**config.mk**
```make
export PLATFORM = sky130hd
export DESIGN_NAME = div_unit
export DESIGN_NICKNAME = d
export VERILOG_FILES = /design/src/rtl/div_unit_pkg.sv /design/src/rtl/div_step.sv /design/src/rtl/div_unit.sv
export SDC_FILE = /design/constraint.sdc
export NUM_CORES = 1
export LEC_CHECK = 0
export CAP_MARGIN = 20
export CORE_MARGIN = 2
export CORE_UTILIZATION = 55
export DETAILED_ROUTE_END_ITERATION = 16
export HOLD_SLACK_MARGIN = 0.08
export PLACE_DENSITY_LB_ADDON = 0.2
export SETUP_SLACK_MARGIN = 0.15
export SYNTH_ARGS = -nofsm -noshare
export SYNTH_HDL_FRONTEND = slang
export SYNTH_HIERARCHICAL = 1
export SYNTH_SLANG_ARGS = --single-unit
```
**constraint.sdc**
```tcl
create_clock -name clk -period 7.7 [get_ports clk]
set_clock_uncertainty 0.2 [all_clocks]
set_input_delay 2.31 -clock clk [delete_from_list [all_inputs] [get_ports clk]]
set_output_delay 2.31 -clock clk [all_outputs]
set_load 0.01 [all_outputs]
```
**src/rtl/div_unit_pkg.sv**
```systemverilog
// Shared definitions for the multi-cycle divider: state encodings, flag values,
// widths and the {remainder, quotient} result payload.
package div_unit_pkg;

  localparam int unsigned DataW   = 32;
  localparam int unsigned PartW   = 2 * DataW + 1;
  localparam int unsigned CntW    = 6;
  localparam int unsigned NumIter = 32;

  typedef enum logic [1:0] {
    DivFree   = 2'b00,
    DivByZero = 2'b01,
    DivOn     = 2'b10,
    DivEnd    = 2'b11
  } div_state_e;

  localparam logic DivResultReady    = 1'b1;
  localparam logic DivResultNotReady = 1'b0;
  localparam logic DivStart          = 1'b1;
  localparam logic DivStop           = 1'b0;

  localparam logic [DataW-1:0] ZeroWord = '0;

  typedef struct packed {
    logic [DataW-1:0] rem;
    logic [DataW-1:0] quo;
  } div_result_t;

  // Two's-complement negate of a word.
  function automatic logic [DataW-1:0] neg_word(input logic [DataW-1:0] x);
    return ~x + DataW'(1);
  endfunction

endpackage

```
**src/rtl/div_step.sv**
```systemverilog
// One restoring-division iteration (purely combinational).
// Ports:
//   partial  in  65  {rem[32:0], quo[31:0]} before the step
//   divisor  in  32  divisor magnitude
//   next_c   out 65  partial after shift, trial subtract and quotient bit
module div_step
  import div_unit_pkg::*;
(
  input  logic [PartW-1:0] partial,
  input  logic [DataW-1:0] divisor,
  output logic [PartW-1:0] next_c
);

  logic [PartW-1:0] shifted;
  logic [DataW:0]   diff;

  // Shift, trial-subtract from the upper 33 bits, keep or restore.
  always_comb begin
    shifted = partial << 1;
    diff    = shifted[PartW-1:DataW] - {1'b0, divisor};
    next_c  = shifted;
    if (!diff[DataW]) begin
      next_c = {diff, shifted[DataW-1:1], 1'b1};
    end
  end

endmodule

```
**src/rtl/div_unit.sv**
```systemverilog
// Multi-cycle 32-bit integer divider for DIV/DIVU in the execute stage.
// Signed support is compiled in only when DIV_SIGNED_EN is defined; otherwise
// every operation is unsigned and signed_div_i is ignored.
// Ports:
//   clk           in   1  clock
//   rst           in   1  asynchronous active-low reset
//   signed_div_i  in   1  1 = signed divide
//   opdata1_i     in  32  dividend
//   opdata2_i     in  32  divisor
//   start_i       in   1  request, held until ready_o seen
//   annul_i       in   1  abort the operation in progress
//   result_o      out 64  {remainder, quotient}
//   ready_o       out  1  result_o valid
module div_unit
  import div_unit_pkg::*;
(
  input  logic               clk,
  input  logic               rst,
  input  logic               signed_div_i,
  input  logic [DataW-1:0]   opdata1_i,
  input  logic [DataW-1:0]   opdata2_i,
  input  logic               start_i,
  input  logic               annul_i,
  output logic [2*DataW-1:0] result_o,
  output logic               ready_o
);

  div_state_e       state_q, state_d;
  logic [CntW-1:0]  cnt_q, cnt_d;
  logic [PartW-1:0] part_q, part_d;
  logic [DataW-1:0] dvd_q, dvd_d;
  logic [DataW-1:0] dvs_q, dvs_d;
  div_result_t      res_d;
  logic             ready_d;

  logic [DataW-1:0] dvd_mag_c, dvs_mag_c;
  logic [DataW-1:0] quo_fix, rem_fix;
  logic [PartW-1:0] step_in, step_out;
  logic             part_msb_unused;

`ifdef DIV_SIGNED_EN
  logic sgn_q, sgn_d;
  logic dvd_neg_q, dvd_neg_d;
  logic dvs_neg_q, dvs_neg_d;

  // Operand magnitudes for signed requests.
  assign dvd_mag_c = (signed_div_i && opdata1_i[DataW-1]) ? neg_word(opdata1_i) : opdata1_i;
  assign dvs_mag_c = (signed_div_i && opdata2_i[DataW-1]) ? neg_word(opdata2_i) : opdata2_i;

  // Sign fix-up of the unsigned result.
  assign quo_fix = (sgn_q && (dvd_neg_q ^ dvs_neg_q)) ? neg_word(part_q[DataW-1:0])
                                                     : part_q[DataW-1:0];
  assign rem_fix = (sgn_q && dvd_neg_q) ? neg_word(part_q[2*DataW-1:DataW])
                                        : part_q[2*DataW-1:DataW];
`else
  logic sign_unused;

  assign sign_unused = signed_div_i;
  assign dvd_mag_c   = opdata1_i;
  assign dvs_mag_c   = opdata2_i;
  assign quo_fix     = part_q[DataW-1:0];
  assign rem_fix     = part_q[2*DataW-1:DataW];
`endif

  // Remainder never exceeds 32 bits once all iterations are done.
  assign part_msb_unused = part_q[PartW-1];

  // Partial register is cleared on entry; the dividend feeds the first step.
  assign step_in = (cnt_q == '0) ? PartW'(dvd_q) : part_q;

  div_step u_div_step (
    .partial (step_in),
    .divisor (dvs_q),
    .next_c  (step_out)
  );

  // State register and datapath registers.
  always_ff @(posedge clk or negedge rst) begin
    if (!rst) begin
      state_q   <= DivFree;
      cnt_q     <= '0;
      part_q    <= '0;
      dvd_q     <= '0;
      dvs_q     <= '0;
      result_o  <= '0;
      ready_o   <= DivResultNotReady;
`ifdef DIV_SIGNED_EN
      sgn_q     <= 1'b0;
      dvd_neg_q <= 1'b0;
      dvs_neg_q <= 1'b0;
`endif
    end else begin
      state_q   <= state_d;
      cnt_q     <= cnt_d;
      part_q    <= part_d;
      dvd_q     <= dvd_d;
      dvs_q     <= dvs_d;
      result_o  <= res_d;
      ready_o   <= ready_d;
`ifdef DIV_SIGNED_EN
      sgn_q     <= sgn_d;
      dvd_neg_q <= dvd_neg_d;
      dvs_neg_q <= dvs_neg_d;
`endif
    end
  end

  // Next-state and next-output logic.
  always_comb begin
    state_d = state_q;
    cnt_d   = cnt_q;
    part_d  = part_q;
    dvd_d   = dvd_q;
    dvs_d   = dvs_q;
    res_d   = result_o;
    ready_d = DivResultNotReady;
`ifdef DIV_SIGNED_EN
    sgn_d     = sgn_q;
    dvd_neg_d = dvd_neg_q;
    dvs_neg_d = dvs_neg_q;
`endif
    case (state_q)
      DivFree: begin
        res_d = '0;
        if (start_i == DivStart && !annul_i) begin
          if (opdata2_i == ZeroWord) begin
            state_d = DivByZero;
          end else begin
            state_d = DivOn;
            dvd_d   = dvd_mag_c;
            dvs_d   = dvs_mag_c;
            cnt_d   = '0;
            part_d  = '0;
`ifdef DIV_SIGNED_EN
            sgn_d     = signed_div_i;
            dvd_neg_d = opdata1_i[DataW-1];
            dvs_neg_d = opdata2_i[DataW-1];
`endif
          end
        end
      end
      DivByZero: begin
        state_d = DivEnd;
        res_d   = '0;
      end
      DivOn: begin
        res_d = '0;
        if (annul_i) begin
          state_d = DivFree;
        end else if (cnt_q != CntW'(NumIter)) begin
          part_d = step_out;
          cnt_d  = cnt_q + CntW'(1);
        end else begin
          res_d.rem = rem_fix;
          res_d.quo = quo_fix;
          ready_d   = DivResultReady;
          state_d   = DivEnd;
        end
      end
      DivEnd: begin
        if (start_i == DivStop) begin
          state_d = DivFree;
          res_d   = '0;
        end else begin
          ready_d = DivResultReady;
        end
      end
      default: begin
        state_d = DivFree;
        res_d   = '0;
      end
    endcase
  end

endmodule

```
Word-level counts from Yosys, hierarchy flattened
Index checks and enable logic that the tools add are counted.
{ "totals": {"in_bits": 69, "register_bits": 201, "output_inout_bits": 65} }
{ "classes": {"muxes": 26, "n_bitwise": 1, "eq_ne": 10, "reduce_logical": 10, "add_sub_neg": 2} }
{ "op_table": {"columns": ["op", "n"], "rows": [
  ["2-to-1 mux 64 bit", 9],
  ["one-hot mux 64 bit (3 select lines)", 1],
  ["one-hot mux 64 bit (2 select lines)", 1],
  ["subtractor 33 x 32 -> 33 bit", 1],
  ["logical NOT 32 bit", 1],
  ["2-to-1 mux 6 bit", 4],
  ["one-hot mux 6 bit (2 select lines)", 1],
  ["2-to-1 mux 2 bit", 5],
  ["inequality test 2 bit (second input constant)", 5],
  ["one-hot mux 2 bit (4 select lines)", 1],
  ["adder 6 x 1 -> 6 bit (second input constant)", 1],
  ["logical NOT 6 bit", 1],
  ["inequality test 6 bit (second input constant)", 1],
  ["AND reduction 3 bit", 2],
  ["AND reduction 5 bit", 1],
  ["== test 2 bit (second input constant)", 2],
  ["2-to-1 mux 1 bit", 3],
  ["inequality test 3 bit (second input constant)", 1],
  ["== test 2 x 1 -> 1 bit (second input constant)", 1],
  ["logical NOT 2 bit", 1],
  ["one-hot mux 1 bit (2 select lines)", 1],
  ["nonzero test 2 bit", 1],
  ["OR reduction 2 bit", 1],
  ["logical AND 1 bit", 1],
  ["other kinds (2)", 2]
]} }

Logic depth before layout (Yosys ltp)
Gate-level depths: netlist (run 1).
{ "logic_depth": {"ltp_word": 7, "mapped_depth": 25, "depth_no_buf": 23} }

By module
The synthesis (run 1) kept the hierarchy.
{ "modules_own_cells": {"columns": ["mod", "cells_per_inst", "area_per_inst_um2", "instances", "seq_area_each_um2"], "rows": [
  ["div_unit", 874, 8963.6, 1, 5054.8],
  ["div_step", 387, 2693.8, 1, 0.0]
]} }

Least setup slack after synthesis (run 1)
Ideal clock, no wire load.
{ "synth_timing": {"kind": "register to register", "start": "register cnt_q[0]", "end": "register part_q[34]", "slack_ps": 2293, "stages_incl_launch_ff": 24, "period_less_slack_ps": 5407, "t_required_ps": 7370, "arrival_time_ps": 5076, "setup_time_ps": 130, "cell_sequence": "dfrtp_1 inv_1 ha_1 or4b_1 nor2_1 clkbuf_1 nand2_1 o21ai_0 inv_1 ha_1 fa_1 or2b_1 a21oi_2 o21bai_4 a21oi_2 o2111ai_1 a311o_1 o211ai_1 ha_1 clkbuf_1 clkbuf_1 mux2_2 a22oi_1 o21ai_0"} }
{ "synth_between": {"elab_chain_cells": 7, "elab_cells_between_ends": 10, "cone_classes": "add/sub: 1; eq/ne: 2; mux: 5; reduce/logical: 2"} }
{ "synth_lines": {"columns": ["element", "line_no", "text"], "rows": [
  ["from (decl)", "div_unit.sv:29", "logic [CntW-1:0] cnt_q, cnt_d;"],
  ["from (signal assigned)", "div_unit.sv:94", "cnt_q <= cnt_d;"],
  ["logical NOT 6 bit", "div_unit.sv:69", "assign step_in = (cnt_q == '0) ? PartW'(dvd_q) : part_q;"],
  ["2-to-1 mux 64 bit", "div_unit.sv:69", null],
  ["named net step_in[31]", "div_unit.sv:38", "logic [PartW-1:0] step_in, step_out;"],
  ["subtractor 33 x 32 -> 33 bit", "div_step.sv:20", "diff = shifted[PartW-1:DataW] - {1'b0, divisor};"],
  ["2-to-1 mux 64 bit", "div_step.sv:22", "if (!diff[DataW]) begin"],
  ["named net step_out[34]", "div_unit.sv:38", null],
  ["2-to-1 mux 64 bit", "div_unit.sv:150", "end else if (cnt_q != CntW'(NumIter)) begin"],
  ["2-to-1 mux 64 bit", "div_unit.sv:148", "if (annul_i) begin"],
  ["one-hot mux 64 bit (2 select lines)", "div_unit.sv:122", "case (state_q)"],
  ["to (signal assigned)", "div_unit.sv:95", "part_q <= part_d;"],
  ["to (decl)", "div_unit.sv:30", "logic [PartW-1:0] part_q, part_d;"]
]} }
The timed path passes the listed nets, and every way through them passes these cells. The select of a mux whose other input is x is not followed.
A chain may end at the register's enable or synchronous reset.

Worst setup path in the final report (run 1)
{ "layout_timing": {"start": "register cnt_q[1]", "end": "register part_q[54]"} }
Same word-level chain as after synthesis.

==> flow_summary.toml, run 1 <==
[outcome]
outcome = "finished, final reports clean"

[timing]
fin_crit_ns = 6.14
post-route-period-util = 0.797
maxSlewHeadroom = 0.249
finalSetupViolCount = 0
worstMarginPinSlew_ns = 1.11
clock.fmax_ghz = 0.163
finalHoldViolCount = 0
rsz0062_at_grt = "no"
tns_ns = 0
drv_slew = 0

[yosys]
yosys_warnings = 6
avgSynthCellArea_um2 = 9.25
syn_area_um2 = 11600
syn_nets = 1361
synth_cells = 1256

[worst_setup_path]
worst-path-max-fanout = 95
slowest_delay_ns = 0.72
critPathTopFamily = "compound AO/OA/AOI/OAI gates"
crit_buf_inv = 4
crit_path_top_delay_cell = "ha_1"
cp-start-kind = "flop"
cp.arrival_ns = 6.29
worstPathRequired_ns = 7.86
crit_type = "reg -> reg"
cp-end-kind = "flop"
path_common_cell = "ha_1"
crit_chain = "inv_1 > ha_1 > or4b_1 > nor2_4 > buf_4 > o21ai_0 > inv_1 > ha_1 > fa_1 > or2b_1 > a21oi_2 > o21bai_4 > a21oi_2 > o2111ai_1 > a311o_1 > o211ai_1 > ha_1 > buf_4 > o221ai_1 > or3_1 > a22oi_1 > o21ai_0"

[floorplan]
die_w_um = 149
die-area_um2 = 22300
io_pins = 134
rows = 53
coreArea_um2 = 20900
start_util = 0.556
die_h_um = 149

[detailed_routing]
met1_length_mm = 12.8
vias = 9219
drt-pass1-iter-count = 5
drtAntennaViolNets = 0
drc = 0
routed.top_layer = "met4"
first_iter_violations = 616
wl_per_cell_um = 16.8
met2_length_mm = 12.5
routed_wl_mm = 27.1
post_drt_via_cell_ratio = 5.72
met3_length_mm = 1.28

[clocking]
hold_buffers = 0
cts_buffers = 23
cts.path.max_buffers = 3
cts_resized = 0
cts_sinks = 201
htree_levels = 1
clk_pin_slew_ns = 0.06
cts_tree = "yes"
root_buffer = "clkbuf_16"
clock_latency_ns = 0.51
post_cts_buffers = 0

[place]
hpwl_mm = 17.7
place_congestion = 0.878
numPortBuffers = 132
place_inst = 1570

[power_and_ir_drop]
p_per_area_nw_per_um2 = 319
irDropWorstVdd_mv = 0.178
leakage_uw = 0.00585

[final_layout]
area_growth_pct = 17.9
fin_cells = 1611
num_antenna_cells = 0
mostFrequentLayoutCell = "dfrtp_1"
mostFrequentLayoutCells = "dfrtp_1, nand2_1, clkdlybuf4s50_1, o21ai_0, a21oi_1"
drive_gt1_frac = 0.121
nets = 1425
fill_cells = 1719

[grt]
antenna_found_initial = 0
grtUsageTotal = 0.244
grt_pass1_vias = 8861
grt_first_pass_wirelength_mm = 44.6
overflow = 0
grt_max_degree = 101

[hold_path]
hold_path.class = "reg -> reg"

[run]
max_cap_viol_count = 0
## metrics by stage
step	instance area, um^2	hold slack, ns	utilization	total power [uW]	setup slack [ns]
after floorplan	11600	0.281	-	2880	2.29
after global placement	12800	0.292	0.615	3100	1.63
after detailed placement	12800	0.293	0.615	3150	1.59
after CTS	13700	0.310	0.655	4380	1.57
after global routing	13700	0.326	0.655	4670	1.16
final	13700	0.305	0.655	4370	1.56
## path summary, 6_finish.rpt
kind / endpoint / slack, ns / cells past startpoint / start
max: part_q[54] / 1.56 / 22 / cnt_q[1]
min: dvd_q[31] / 0.30 / 1 / dvd_q[31]
max reg2reg: part_q[54] / 1.56 / 22 / cnt_q[1]
min reg2reg: dvd_q[31] / 0.30 / 1 / dvd_q[31]
max in group asynchronous: dvd_q[2] / 4.43 / 2 / rst
min in group asynchronous: result_o[41] / 1.68 / 1 / rst
## sequential cells by signal (all words and copies together) (netlist names)
signal and cells:
state_q 2, result_o 64, cnt_q 6, ready_o 1, dvd_q 32, dvs_q 32
part_q 64
## area by class of cell
class                      instances  area, um^2  area share
clock buffer                      29         628      0.0459
clock inverter                    12         214      0.0156
inverter                         106         398      0.0291
multi-input combinational        842        5650       0.413
sequential                       201        5030       0.367
tap                              275         344      0.0251
timing repair buffer             146        1430       0.104
## layer usage
layer,track usage,vias to the layer above
met5,0,-
met4,0.0552,0
met3,0.0312,28
met2,0.397,232
met1,0.351,4511
li1,-,4448
## worst reg2reg max path, stage by stage (launching register included)
cell       delay [ns]
dfrtp_1          0.41
inv_1            0.09
ha_1             0.15
or4b_1           0.55
nor2_4           0.12
buf_4            0.71
o21ai_0          0.26
inv_1            0.11
ha_1             0.18
fa_1             0.22
or2b_1           0.14
a21oi_2          0.08
o21bai_4         0.21
a21oi_2          0.11
o2111ai_1        0.30
a311o_1          0.22
o211ai_1         0.10
ha_1             0.72
buf_4            0.32
o221ai_1         0.14
or3_1            0.36
a22oi_1          0.17
o21ai_0          0.11
## power breakdown
group	switching (uW)	total, uW	internal [uW]
Sequential	163	1430	1260
Combinational	1010	1740	731
Clock	433	1210	777
Note: power is estimated with default switching activity, not from simulation.
==> run 2: changes to the inputs <==
==> constraint.sdc (replaced) <==
create_clock -name clk -period 5.8 [get_ports clk]
set_clock_uncertainty 0.2 [all_clocks]
set_input_delay 1.74 -clock clk [delete_from_list [all_inputs] [get_ports clk]]
set_output_delay 1.74 -clock clk [all_outputs]
set_load 0.01 [all_outputs]
==> run 2 against run 1 <==
Against the previous run: count of clock-buffer cells in the layout increased by 7; setup slack got worse by 1.1 ns; core utilization decreased by 0.18 points; total power increased by 29%; final area decreased by 0.27%; via count increased by 0.97%; non-clock buffer count increased by 2; final cell count about the same; fmax increased by 15%; flip-flop and latch count unchanged; die area unchanged; highest routed layer unchanged.
==> flow_summary.toml, run 2 (synthesized netlist as in run 1, its figures left out) <==
[outcome]
outcome = "finished, final reports clean"

[clocking]
cts_buffers = 22
clock_latency_ns = 0.53
cts.path.max_buffers = 3
root_buffer = "clkbuf_16"
clk_pin_slew_ns = 0.06
post_cts_buffers = 0
htree_levels = 1
cts_tree = "yes"
cts_sinks = 201

[grt]
overflow = 0
grt_max_degree = 108
grt_pass1_vias = 9067
grt_first_pass_wirelength_mm = 45.5
grtUsageTotal = 0.251
antenna_found_initial = 1

[detailed_routing]
drc = 0
post_drt_via_cell_ratio = 5.77
wl_per_cell_um = 17.1
drtAntennaViolNets = 0
first_iter_violations = 606
routed_wl_mm = 27.5
drt-pass1-iter-count = 7
vias = 9308

[worst_setup_path]
crit_type = "reg -> reg"
cp-end-kind = "flop"
slowest_delay_ns = 0.51
cp-start-kind = "flop"
critPathTopFamily = "compound AO/OA/AOI/OAI gates"
crit_chain = "inv_1 > ha_1 > or4b_4 > nor2_4 > nand2_1 > o21ai_0 > inv_1 > ha_1 > fa_1 > or2b_1 > a21oi_2 > o21bai_4 > a21oi_4 > o2111ai_2 > a311o_1 > o211ai_1 > ha_1 > buf_6 > nand2b_1 > a211oi_1 > or3_1 > a22oi_1 > o21ai_0"
path_common_cell = "ha_1"
worstPathRequired_ns = 5.97
cp.arrival_ns = 5.52
worst-path-max-fanout = 22
crit_path_top_delay_cell = "or4b_4"
crit_buf_inv = 3

[place]
hpwl_mm = 18.1
place_inst = 1571
numPortBuffers = 132
place_congestion = 0.900

[timing]
clock.fmax_ghz = 0.187
rsz0062_at_grt = "yes"
tns_ns = 0
maxSlewHeadroom = 0.345
drv_slew = 0
finalHoldViolCount = 0
worstMarginPinSlew_ns = 0.983
finalSetupViolCount = 0
fin_hold_ws_ns = 0.312
fin_crit_ns = 5.35
post-route-period-util = 0.922

[power_and_ir_drop]
p_per_area_nw_per_um2 = 413
sequentialPowerShare = 0.337
p_int_uw = 3500
combPwrFrac = 0.417
leakage_uw = 0.00581
p_sw_uw = 2130
p_sw_frac = 0.378
p_clk_frac = 0.246
irDropWorstVdd_mv = 0.258

[final_layout]
mostFrequentLayoutCells = "dfrtp_1, nand2_1, clkdlybuf4s50_1, o21ai_0, a21oi_1"
mostFrequentLayoutCell = "dfrtp_1"
nets = 1426
final_util = 0.654
multi_input_area_um2 = 5670
drive_gt1_frac = 0.119
fin_cells = 1612
area_growth_pct = 17.6
fill_cells = 1773
regArea_um2 = 5030
reg_top3 = "part_q x64, result_o x64"

[run]
max_cap_viol_count = 0

[floorplan]
die-area_um2 = 22300
coreArea_um2 = 20900
die_w_um = 149
rows = 53
io_pins = 134
start_util = 0.556
die_h_um = 149

[hold_path]
hold_path.class = "reg -> reg"
run 2: changes by cell type in the layout (fill, tap and decap cells not counted), moves of 2 or more:
cell | before | now
buf_6 | 0 | 2
bufinv_16 | 6 | 1
clkbuf_8 | 4 | 7
clkinv_2 | 5 | 1
buf_12 | 0 | 4
buf_4 | 14 | 9
clkbuf_1 | 3 | 8
run 2: power by group through the flow:
| stage | clock network, uW | registers (uW) | logic (uW) |
|---|---|---|---|
| 2_1_floorplan | 0 | 1850 | 1980 |
| 3_3_place_gp | 0 | 1900 | 2240 |
| 3_5_place_dp | 0 | 1920 | 2290 |
| 4_1_cts | 1410 | 1900 | 2310 |
| 5_1_grt | 1470 | 1940 | 2630 |
| 6_report | 1380 | 1900 | 2350 |
run 2: final cells by class:
cell class	count	share of cell area
antenna	1	0.000183
sequential	201	0.368
clock inverter	3	0.00376
inverter	106	0.0291
tap	275	0.0252
multi-input combinational	842	0.415
clock buffer	36	0.0486
timing repair buffer	148	0.110
run 2: worst paths after layout:
kind                            startpoint          end  slack (ns)  depth (start not counted)
worst max register to register    cnt_q[0]   part_q[54]        0.45                         23
min in group asynchronous              rst   part_q[43]        1.07                          1
worst min-delay path             dvd_q[30]    dvd_q[30]        0.31                          1
max in group asynchronous              rst  result_o[4]        3.26                          2
worst max-delay path              cnt_q[0]   part_q[54]        0.45                         23
worst min register to register   dvd_q[30]    dvd_q[30]        0.31                          1
run 2: metrics by stage:
step,total power (uW),cell area (um^2),worst slack (ns)
detailed placement,4210,12900,0.336
CTS,5620,13600,0.296
finish,5640,13700,0.453
global route,6040,13700,0.127
global placement,4140,12900,0.479
floorplan,3820,11600,0.393
run 2: routing by layer:
layer | global-route usage | part of all wire | wire (um)
met3 | 0.0336 | 0.051 | 1400
met2 | 0.406 | 0.47 | 13100
met5 | 0 | 0 | 0
met4 | 0.0543 | 0.012 | 327
met1 | 0.361 | 0.46 | 12800
run 2: timing repair:
action / CTS / global route
endpoints found under the setup margin: 0 / 6
resized for setup: 0 / 5
hold buffers: 0 / 0
==> patch 1, RTL diff (flow settings as in run 2) <==
Reset style: synchronous (`rst`), changed in one clocked block. Comments in the files are not updated.
--- a/src/rtl/div_unit.sv
+++ b/src/rtl/div_unit.sv
@@ -76,5 +76,5 @@
 
   // State register and datapath registers.
-  always_ff @(posedge clk or negedge rst) begin
+  always_ff @(posedge clk) begin
     if (!rst) begin
       state_q   <= DivFree;
Check against the original RTL: differs if rst is asserted again (counterexample within 4 cycles, from zero or initial values and one cycle with rst low); with rst held inactive, the same outputs for 4 cycles.
==> patch 1 against run 2 <==
Non-clock buffer count grew 5; area after synthesis shrank 3.2%; routed wire length grew 0.90%; sequential cell count is the same; design area shrank 4.3%; maximum frequency grew 3.9%; largest cell class unchanged; count of clock-buffer cells in the layout shrank 5; setup slack gained 200 ps.
Power is not compared: it rests on default switching activity, and its combinational part moved more than twofold at a synthesized area within 25%.
==> patch 1: results (changes against run 2) <==
Place
  • DP Worst Slack: 671.3 ps (+335.6 ps)
  • Post-DP HPWL: 18.60 mm (+2.7%)
  • Post-DP Area: 0.01239 mm^2 (-4.0%)
  • Placer congestion estimate: 0.9248 (+2.8%)

Layout
  • Share of cells above drive strength 1: 9.267% (-2.6 points)
  • Fillers: 1,790 (+0.96%)

Min path
  • Hold path startpoint: result_o[48]$_SDFFE_PN0P_

Global route
  • Vias in the first global route: 9,264 (+2.2%)
  • GRT Util Overall: 25.04% (about the same)
  • Initial antenna violation count: 2 (+1)
  • Largest net degree at the start of global routing: 133 (+23%)
  • First-pass GRT wire length: 45.44 mm (about the same)

Clock tree
  • Clock latency on the worst-skew pair: 510 ps (-20 ps)
  • CTS root buffer: clkbuf_16
  • Resized Gates After CTS: 0 (unchanged)

Route
  • DR WL met2: 12.79 mm (-2.0%)
  • Post-Route WL: 27.78 mm (+0.90%)
  • Met3 wire length: 1.507 mm (+7.9%)
  • DR iter-0 viols: 580 (-4.3%)
  • TritonRoute pass-1 iters: 5 (-2)
  • Met1 Wirelength: 12.71 mm (-0.32%)

Logic synthesis
  • Synth Net Count: 1,492 (+9.6%)

Critical path
  • Worst Path Max Fanout: 15 (-32%)
  • Worst EP arrival: 5370 ps (-150 ps)
  • CP max stage delay: 420 ps (-90 ps)
  • Slowest stage cell on the critical path: fa_1
  • Worst path top cell family by delay: simple AND/OR/NAND/NOR gates

Run status
  • Status: finished clean

STA
  • Worst relative slew slack: 33.68% (-0.77 points)
-- patch 1: per-layer routing --
layer	global-route usage [%]	up-vias
met5	0	-
met4	7.981	0
met3	3.882	43
met2	41.48	253
met1	33.75	4643
li1	-	4918
-- patch 1: worst min-delay path: cells and delay by family, from the launching register on --
family	cells	cell delay, ps
flip-flops	1	310
AO/OA/AOI/OAI	1	50
AND/OR/NAND/NOR	1	50
-- patch 1: worst paths after layout --
check                              end  slack (ps)  cells after the start
max            part_q[62]$_SDFFE_PN0P_         650                     22
min          result_o[48]$_SDFFE_PN0P_         250                      2
max reg2reg    part_q[62]$_SDFFE_PN0P_         650                     22
min reg2reg  result_o[48]$_SDFFE_PN0P_         250                      2
-- patch 1: through the flow --
stage / cells / hold slack, ps
global route: 1716 / 265.2
floorplan: 1387 / 231.3
finish: 1718 / 245.9
detailed placement: 1678 / 242.6
global placement: 1678 / 236.7
CTS: 1716 / 250.4
-- patch 1: area by class of cell --
cell class	count	area, um^2	share of cell area (%)
multi-input combinational	1009	6354	48.61
antenna	2	5.005	0.03829
timing repair buffer	153	1505	11.52
inverter	45	168.9	1.292
clock buffer	31	604.3	4.624
tap	270	337.8	2.585
clock inverter	7	71.32	0.5457
sequential	201	4024	30.79
-- patch 1: report_power, final --
part / switching, uW / total, uW / leakage (uW) / internal, uW
registers: 13.8 / 1420 / 0.00163 / 1410
logic: 235 / 418 / 0.00260 / 183
clock network: 561 / 1330 / 0.000334 / 771
==> patch 2, RTL diff (flow settings as in run 2) <==
Without the edit above. Build with the macro `DIV_SIGNED_EN` defined.
--- a/src/rtl/div_unit.sv
+++ b/src/rtl/div_unit.sv
@@ -12,4 +12,6 @@
 //   result_o      out 64  {remainder, quotient}
 //   ready_o       out  1  result_o valid
+`define DIV_SIGNED_EN
+
 module div_unit
   import div_unit_pkg::*;
Check against the original RTL: same outputs for any inputs over 4 cycles, from zero or initial values and one cycle with rst low; that may be too few to reach the edited logic, so the function may still have changed.
==> patch 2 against run 2 <==
Sequential cell count rose by 3; setup slack gained 280 ps; sequential share of layout area shrank 3.7 points; routed wire length rose by 19%; count of clock-buffer cells in the layout shrank 6; clock power decreased by 3%; design area increased by 13%; global-route usage increased by 0.13 points; power rose by 11%; synthesized cell count rose by 22%; area after synthesis grew 16%; critical path type unchanged; critical endpoint unchanged.
==> patch 2: results (changes against run 2) <==
Min path
  • Hold path startpoint: result_o[3]$_DFFE_PN0P_
  • Hold Path Depth: 2 (+1)

Route
  • DR iter-0 viols: 925 (+53%)
  • Vias per cell: 5.812 (+0.65%)

Global route
  • M3 GR Usage: 3.177% (-0.19 points)
  • GRT Util Overall: 25.19% (+0.13 points)
  • First-pass GRT wire length: 53.66 mm (+18%)
  • Vias in the first global route: 10,140 (+12%)
  • Initial antenna violation count: 0 (-1)
  • Grt met2 use: 34.19% (-6.5 points)

Critical path
  • Worst path top cell family by delay: simple AND/OR/NAND/NOR gates
  • Slowest stage cell on the critical path: ha_1
  • CP max stage delay: 480 ps (-30 ps)

Logic synthesis
  • Gate count of the mapped netlist: 1,527 (+22%)
  • Synth Net Count: 1,636 (+20%)

Place
  • Total placed cells including tap cells: 1,891 (+20%)
  • DP Worst Slack: 790.1 ps (+454.4 ps)
  • # port buffers: 133 (+0.76%)

Pwr
  • Worst-case vdd ir drop: 0.2185 mV (-15%)
  • Leak: 0.006554 uW (+13%)
  • Cell Pwr Density: 405.4 mW/mm^2 (-1.8%)

Layout
  • Fillers: 2,062 (+16%)
  • Total Nets Final: 1,700 (+19%)
  • Antenna fix cells: 0 (-1)

STA
  • Clock period minus worst slack: 5066 ps (-281.2 ps)

Run status
  • Status: finished clean
==> patch 2: report_power, final <==
group          switching, uW  internal (uW)
sequential               343           1740
combinational           1690           1130
clock                    568            775
==> patch 2: per-layer routing <==
| layer | share of wire (%) | up-vias | wire, um |
|---|---|---|---|
| met2 | 39 | 375 | 12880 |
| met1 | 53 | 5322 | 17160 |
| met3 | 6.7 | 28 | 2194 |
| li1 | - | 5492 | - |
| met4 | 1.3 | 0 | 439 |
| met5 | 0 | - | 0 |
==> patch 2: final cells by class <==
cell class              count  area share (%)
flip-flops and latches    204           33.11
inverters                  58           1.412
clock inverters             9          0.5924
multi-input cells        1153           48.59
well taps                 324           2.629
repair buffers            152           9.770
clock buffers              30           3.895
